[src/rtl/piso4.sv]
// 4-bit parallel-in / serial-out shifter with a one-cycle load handshake.
// Optional build macro PISO4_PARITY_EN appends an even-parity bit (5 bits per word).
module piso4 #(
  parameter int MSB_FIRST = 1
) (
  input  logic       Clk,
  input  logic       Rst,
  input  logic [3:0] D,
  input  logic       En,
  output logic       Ack,
  output logic       Q,
  output logic       Qv,
  output logic       Busy,
  output logic       Done
);

`ifdef PISO4_PARITY_EN
  localparam logic [2:0] LAST_IDX = 3'd4;
`else
  localparam logic [2:0] LAST_IDX = 3'd3;
`endif

  typedef enum logic {
    IDLE  = 1'b0,
    SHIFT = 1'b1
  } state_t;

  state_t     state_q, state_d;
  logic [3:0] sreg_q, sreg_d;
  logic [2:0] cnt_q, cnt_d;
  logic       ack_q, ack_d;
  logic       q_q, q_d;
  logic       qv_q, qv_d;
  logic       busy_q, busy_d;
  logic       done_q, done_d;
`ifdef PISO4_PARITY_EN
  logic       parity_q, parity_d;
`endif

  function automatic logic head_bit(input logic [3:0] w);
    return (MSB_FIRST != 0) ? w[3] : w[0];
  endfunction

  function automatic logic [3:0] shift_word(input logic [3:0] w);
    return (MSB_FIRST != 0) ? {w[2:0], 1'b0} : {1'b0, w[3:1]};
  endfunction

  // Outputs are computed from next-state values so they can be registered
  // and still show the first bit in the cycle right after acceptance.
  always_comb begin
    state_d  = state_q;
    sreg_d   = sreg_q;
    cnt_d    = cnt_q;
    ack_d    = 1'b0;
    q_d      = 1'b0;
    qv_d     = 1'b0;
    busy_d   = 1'b0;
    done_d   = 1'b0;
`ifdef PISO4_PARITY_EN
    parity_d = parity_q;
`endif
    case (state_q)
      IDLE: begin
        if (En) begin
          state_d  = SHIFT;
          sreg_d   = D;
          cnt_d    = 3'd0;
          ack_d    = 1'b1;
          q_d      = head_bit(D);
          qv_d     = 1'b1;
          busy_d   = 1'b1;
`ifdef PISO4_PARITY_EN
          parity_d = ^D;
`endif
        end
      end
      SHIFT: begin
        if (cnt_q >= LAST_IDX) begin
          state_d = IDLE;
          cnt_d   = 3'd0;
        end else begin
          cnt_d  = cnt_q + 3'd1;
          sreg_d = shift_word(sreg_q);
          qv_d   = 1'b1;
          busy_d = 1'b1;
          done_d = (cnt_d == LAST_IDX);
`ifdef PISO4_PARITY_EN
          q_d    = (cnt_d == 3'd4) ? parity_q : head_bit(sreg_d);
`else
          q_d    = head_bit(sreg_d);
`endif
        end
      end
      default: begin
        state_d = IDLE;
        cnt_d   = 3'd0;
      end
    endcase
  end

  always_ff @(posedge Clk) begin
    if (Rst) begin
      state_q  <= IDLE;
      sreg_q   <= 4'd0;
      cnt_q    <= 3'd0;
      ack_q    <= 1'b0;
      q_q      <= 1'b0;
      qv_q     <= 1'b0;
      busy_q   <= 1'b0;
      done_q   <= 1'b0;
`ifdef PISO4_PARITY_EN
      parity_q <= 1'b0;
`endif
    end else begin
      state_q  <= state_d;
      sreg_q   <= sreg_d;
      cnt_q    <= cnt_d;
      ack_q    <= ack_d;
      q_q      <= q_d;
      qv_q     <= qv_d;
      busy_q   <= busy_d;
      done_q   <= done_d;
`ifdef PISO4_PARITY_EN
      parity_q <= parity_d;
`endif
    end
  end

  assign Ack  = ack_q;
  assign Q    = q_q;
  assign Qv   = qv_q;
  assign Busy = busy_q;
  assign Done = done_q;

endmodule

[config.mk]
export PLATFORM = sky130hd
export DESIGN_NAME = piso4
export DESIGN_NICKNAME = d
export VERILOG_FILES = /design/src/rtl/piso4.sv
export SDC_FILE = /design/constraint.sdc
export NUM_CORES = 1
export LEC_CHECK = 0
export BUFFER_PORTS_ARGS = -buffer_cell sky130_fd_sc_hd__buf_4
export CAP_MARGIN = 10
export CELL_PAD_IN_SITES_DETAIL_PLACEMENT = 0
export CELL_PAD_IN_SITES_GLOBAL_PLACEMENT = 1
export CORE_AREA = 5 5 44 46
export CTS_CLUSTER_DIAMETER = 80
export DETAILED_ROUTE_END_ITERATION = 12
export DIE_AREA = 0 0 49 51
export GPL_TIMING_DRIVEN = 0
export PLACE_DENSITY_LB_ADDON = 0.05
export SLEW_MARGIN = 40
export SYNTH_ARGS = -nofsm -noshare
export SYNTH_HDL_FRONTEND = slang
export SYNTH_SLANG_ARGS = --single-unit
[constraint.sdc]
create_clock -name Clk -period 1.4 [get_ports Clk]
set_input_delay 0.21 -clock Clk [delete_from_list [all_inputs] [get_ports Clk]]
set_output_delay 0.21 -clock Clk [all_outputs]
set_load 0.1 [all_outputs]
Yosys cells after proc, flatten, opt, wreduce, memory -nomap -nowiden --
Index checks and enable logic that the tools add are counted.
Word-level totals: bits in registers 10, input port bits 7, output and inout bits 5, word-level logic and storage cells 27
Operators by class: add/sub/neg operators 1, order comparisons 1, eq/ne operators 3, muxes and demuxes 12, bitwise operators 1, reduce and logical (&&, ||, !) cells 3
Operator list (number):
- $mux 3 | 4
- $pmux 3 s2 | 2
- $mux 1 | 4
- $ne 2x2->1 const B | 2
- $pmux 1 s2 | 2
- $add 3x1->3 const B | 1
- $eq 3x2->1 const B | 1
- $ge 3x2->1 const B | 1
- $reduce_or 3->1 | 1
- $reduce_and 2->1 | 1
- $reduce_or 2->1 | 1
- $not 1->1 | 1

Logic depth before layout (Yosys ltp) --
Gate-level depths: netlist of run 1.
depth after elaboration 3, depth in mapped cells 5

Worst setup path before layout of run 1 --
No wires, ideal clock.
path kind register -> register, start register, netlist name Busy, end register sreg_q[1], library setup time 119 ps, arrival 1707 ps, slack -425 ps, stages on the path, launching flop included 4, period minus slack after synthesis 1825 ps, path through dfxtp_1 nor3b_4 nand2_2 o221a_1
RTL lines:
- to (signal assigned) | line 116 | sreg_q <= sreg_d;
- to (decl) | line 29 | logic [3:0] sreg_q, sreg_d;

Worst setup path after layout of run 1 --
start register cnt_q[0], end register sreg_q[2]
Between the ends: longest elaborated chain between the ends 3
Ends and longest elaborated chain:
- from (decl) | line 30 | logic [2:0] cnt_q, cnt_d;
- from (signal assigned) | line 117 | cnt_q <= cnt_d;
- $ge 3x2->1 | line 78 | if (cnt_q >= LAST_IDX) begin
- $ne 2x2->1 (no line)
- $reduce_and 2->1 (no line)
Every way passes these cells. A chain may end at the register's enable or synchronous reset.

==> impl_metrics.toml, run 1 <==
[detailed_routing]
drc = 0
vias = 375
routed_wl_um = 1010
wl_per_cell_um = 12.9
dr.first_iter.drc_count = 4
drt-vias-per-instance = 4.81
drtPass1Iterations = 3
antenna_left = 0

[timing]
slew_headroom_pct = 81.4
finalHoldViolCount = 0
rsz0062_at_grt = "yes"
finalSetupViolations = 0
max_freq_mhz = 717
timing.hold.ws_ns = 0.179
worst_pin_slew_ns = 0.281
slew_viol_final = 0
min_period_over_period_pct = 99.6
layout_min_cycle_time_ns = 1.39
fin_setup_tns_ns = 0
skew_ns = 0.00344

[setup_path]
crit_required_ns = 1.55
path_class = "register to register"
worst-path-max-fanout = 7
critPathLaunchType = "register"
endpoint_kind = "register"
crit_arrival_ns = 1.55

[logic_synthesis]
synth_enable_flop_cells = 0
synth_commonest_cells = "dfxtp_1 (10), nand2_1 (4), ha_1 (3), inv_1 (3), nor2_1 (3)"
synth_seq_area_share_pct = 45.8
synth_warnings = 0
synth.largest_area_cell = "dfxtp_1"
post-synth-top-count-cell = "dfxtp_1"
synth_area_leaders = "dfxtp_1 (46%), ha_1 (8.6%), o221a_1 (5.2%)"
async_reset_ff_share_pct = 0
synthFlopType = "dfxtp_1"
synth.distinct_cells = 21
netlist.area_leader.share_pct = 45.8
ys_ff_latch = 10
synth_cells = 44
syn_area_per_cell_um2 = 9.92
syn_nets = 54
syn_area_um2 = 437

[floorplanning]
die_h_um = 51
die_area_um2 = 2500
coreArea_um2 = 1470
die_w_um = 49
fp-row-count = 14
ioPinCount = 12
start_util_pct = 29.7

[power_and_ir_drop]
peakVddDrop_mv = 0.522
powerDensity_nw_per_um2 = 1160
leakage_uw = 0.000282
finalPower_uw = 733

[clock_tree]
htreeDepth = 1
postCtsHoldBufs = 0
root_buffer = "clkbuf_4"
cts.sinks = 10
clk_latency_ns = 0.26
clk_pin_slew_worst_paths_ns = 0.07
cts_buffers = 3
cts_buffer_depth = 2
cts_tree = "done"

[cells_and_area]
finalNetCount = 73
final_util_pct = 42.9
fillerInstances = 160
layout-drive-gt1-share_pct = 45.2
diodes = 0
area_growth_pct = 44.4

[global_route]
grt_max_degree = 9
grt_overflow = 0
grt_pass1_vias = 414
grt_busiest_layer = "met2"
grt_pass1_wl_um = 1670
grt_use_total_pct = 8.85
met1_usage_pct = 10.1
antenna_found_initial = 0
met2_usage_pct = 13.9
use_met3_pct = 2.91

[run]
cap_violations = 0

[placed_design]
dp_hpwl_um = 763
place.gp.congestion = 0.762
io_buffers = 10

[min_path]
hold_path.class = "primary input to register"

[status]
status = "finished, final reports clean"
sequential cells by signal, summed over array words and instances (netlist names):
| signal | flops |
|---|---|
| cnt_q | 3 |
| sreg_q | 3 |
| Ack | 1 |
| Busy | 1 |
| Done | 1 |
| Q | 1 |
worst paths after layout:
check | startpoint | end | slack (ns) | cells after the start
worst max register to register | cnt_q[0] | sreg_q[2] | 0.006 | 5
worst min-delay path | D[3] | Q | 0.18 | 3
worst max-delay path | cnt_q[0] | sreg_q[2] | 0.006 | 5
worst min register to register | cnt_q[2] | cnt_q[2] | 0.50 | 2
timing repair:
action | CTS | global route
endpoints found under the setup margin | 6 | 5
cloned | 0 | 0
resized for setup | 6 | 0
pin swaps | 5 | 0
buffers inserted | 4 | 0
power breakdown:
part | total, uW | internal (uW) | switching, uW
Sequential | 314 | 302 | 11.8
Clock | 256 | 158 | 98.0
Combinational | 163 | 57.9 | 105
cell families after synthesis:
logic type	Yosys count	synth area share [%]
and+or+nand+nor	15	19.8
AOI/OAI and AO/OA	11	20.3
DFF	10	45.8
buffers and inverters	5	5.44
adders and majority gates	3	8.60
final cells by class:
class,count,area (um2),area share [%]
multi-input combinational,29,238,37.7
buffer,2,12.5,1.98
clock buffer,4,36.3,5.75
tap,16,20.0,3.17
sequential,10,208,32.9
inverter,3,11.3,1.79
timing repair buffer,14,105,16.7
critical path: stages (launching register included):
cell and delay [ns]:
dfxtp_2 0.34, ha_4 0.16, ha_4 0.15, nor3b_4 0.22, nand2_2 0.15, o221a_1 0.27
per-layer routing:
| layer | share of wire (%) | up-vias |
|---|---|---|
| li1 | - | 193 |
| met1 | 43 | 173 |
| met2 | 52 | 7 |
| met3 | 3.4 | 2 |
| met4 | 0.99 | 0 |
| met5 | 0 | - |
cells in the final DEF (no fill, tap or decap), types with 3 or more instances in the layout:
master and n:
inv_1 3, nand2_1 4, dfxtp_2 3, dfxtp_1 6, buf_4 15, clkbuf_4 3, nor2_1 3
stage by stage:
| stage | instances | area [um2] | worst slack, ns |
|---|---|---|---|
| after global routing | 78 | 631 | -0.0918 |
| final | 78 | 631 | 0.00621 |
| after floorplan | 44 | 443 | 0.00446 |
| after CTS | 78 | 631 | 0.00288 |
| after detailed placement | 70 | 538 | -0.131 |
| after global placement | 70 | 538 | -0.133 |
(Power assumes the default switching activity.)
==> run 2: changes to the inputs <==
--- a/config.mk
+++ b/config.mk
@@ -14,7 +14,7 @@
 export DETAILED_ROUTE_END_ITERATION = 12
 export DIE_AREA = 0 0 49 51
 export GPL_TIMING_DRIVEN = 0
-export PLACE_DENSITY_LB_ADDON = 0.05
+export PLACE_DENSITY = 0.61
 export SLEW_MARGIN = 40
 export SYNTH_ARGS = -nofsm -noshare
 export SYNTH_HDL_FRONTEND = slang
==> constraint.sdc (replaced) <==
create_clock -name Clk -period 1.1 [get_ports Clk]
set_input_delay 0.165 -clock Clk [delete_from_list [all_inputs] [get_ports Clk]]
set_output_delay 0.165 -clock Clk [all_outputs]
set_load 0.1 [all_outputs]
==> impl_metrics.toml, run 2 (synthesis gave the netlist of run 1 again) <==
[status]
status = "finished with violations"
violations = "setup timing"

[clock_tree]
cts_buffer_depth = 2
clk_latency_ns = 0.26
cts_tree = "done"
postCtsHoldBufs = 0
clk_pin_slew_worst_paths_ns = 0.07
cts.sinks = 10
htreeDepth = 1
cts_buffers = 3
root_buffer = "clkbuf_4"

[setup_path]
reg2reg_slack_ns = -0.31
cpLargestDelayFamily = "flip-flops"
path_class = "register to register"
crit_arrival_ns = 1.55
reg2reg_depth = 5
worst-path-max-fanout = 7
path_cells = "ha_4 > ha_4 > nor3b_4 > nand2_2 > o221a_1"
slowest_stage = "dfxtp_4"
critPathLaunchType = "register"
endpoint_kind = "register"
cpPeakStageDelay_ns = 0.35
path_common_cell = "ha_4"
path_buf_inv = 0
r2r_end = "sreg_q[2]"
crit_required_ns = 1.24
timing.rr.start = "cnt_q[1]"

[timing]
rsz0062_at_grt = "yes"
min_period_over_period_pct = 128
max_freq_mhz = 711
worst_pin_slew_ns = 0.281
slew_headroom_pct = 81.4
slew_viol_final = 0
finalHoldViolCount = 0
timing.final.ws_setup_ns = -0.306
skew_ns = 0.0119
layout_min_cycle_time_ns = 1.41
finalSetupViolations = 9
timing.hold.ws_ns = 0.150

[cells_and_area]
reg_top3 = "cnt_q x3, sreg_q x3"
area_growth_pct = 54.7
finalNetCount = 75
fillerInstances = 158
mostFrequentLayoutCells = "buf_4 (13), dfxtp_1 (6)"
multi_input_area_um2 = 240
instances_no_fill = 80
diodes = 0
layout_commonest_cell = "buf_4"
layout-drive-gt1-share_pct = 46.9
regArea_um2 = 213
final_cell_area_um2 = 676

[min_path]
hold_end = "Busy"
hold-path-cell-count = 2
worstHoldStart = "Rst"
hold_path.class = "primary input to register"

[global_route]
grt_overflow = 0
grt_max_degree = 9
grt_pass1_wl_um = 1660
antenna_found_initial = 0
met2_usage_pct = 14.1
use_met3_pct = 2.91
grt_use_total_pct = 8.52
grt_pass1_vias = 400
grt_busiest_layer = "met2"
met1_usage_pct = 9.33

[detailed_routing]
routed_wl_um = 949
vias = 380
dr.first_iter.drc_count = 2
drc = 0
drtPass1Iterations = 4
wl_per_cell_um = 11.9
antenna_left = 0
drt-vias-per-instance = 4.75

[placed_design]
io_buffers = 10
dp_hpwl_um = 701
place_area_um2 = 563
pre_cts_ws_ns = -0.374
place.gp.congestion = 0.680
placed_cells = 70

[floorplanning]
start_util_pct = 29.7
ioPinCount = 12
die_h_um = 51
coreArea_um2 = 1470
die_w_um = 49
die_area_um2 = 2500
fp-row-count = 14

[run]
cap_violations = 0

[power_and_ir_drop]
powerDensity_nw_per_um2 = 1330
leakage_uw = 0.000295
peakVddDrop_mv = 0.661
-- run 2: cell type report --
class,count,share of cell area (%)
Multi-Input combinational cell,29,35.6
Clock buffer,4,3.89
Buffer,2,2.41
Tap cell,16,2.96
Inverter,3,1.67
Timing Repair Buffer,16,22.0
Sequential cell,10,31.5
-- run 2: repair_timing --
item | 4_1_cts | 5_1_grt
pin swaps | 4 | 1
resized for setup | 7 | 5
setup endpoints to repair | 11 | 10
buffers inserted | 4 | 2
hold endpoints to repair | 0 | 0
-- run 2: report_power, final --
group          total [uW]  switching [uW]  internal (uW)
Combinational         239             138            101
Sequential            396            14.9            382
Clock                 264             124            140
Total                 900             277            623
-- run 2: layer usage --
layer / routed length (um) / part of all wire, %
met1: 390 / 41
met2: 509 / 54
met3: 49 / 5.2
met4: 0 / 0
met5: 0 / 0
-- run 2: how the worst max path moves through the flow --
stage,from,slack (ns),endpoint,cells after the start
after floorplan,cnt_q[0],-0.26,sreg_q[1],5
after global placement,cnt_q[0],-0.40,sreg_q[1],5
after detailed placement,cnt_q[0],-0.37,sreg_q[1],5
after CTS,cnt_q[1],-0.32,sreg_q[2],5
after global routing,cnt_q[1],-0.40,sreg_q[2],5
final,cnt_q[1],-0.31,sreg_q[2],5
-- run 2: stage by stage --
stage / utilization, % / setup TNS (ns) / total power, uW
detailed placement: 38.3 / -2.25 / 601
floorplan: - / -1.24 / 552
global route: 45.9 / -2.89 / 958
global placement: 38.3 / -2.51 / 602
finish: 45.9 / -2.08 / 900
CTS: 43.8 / -2.13 / 901
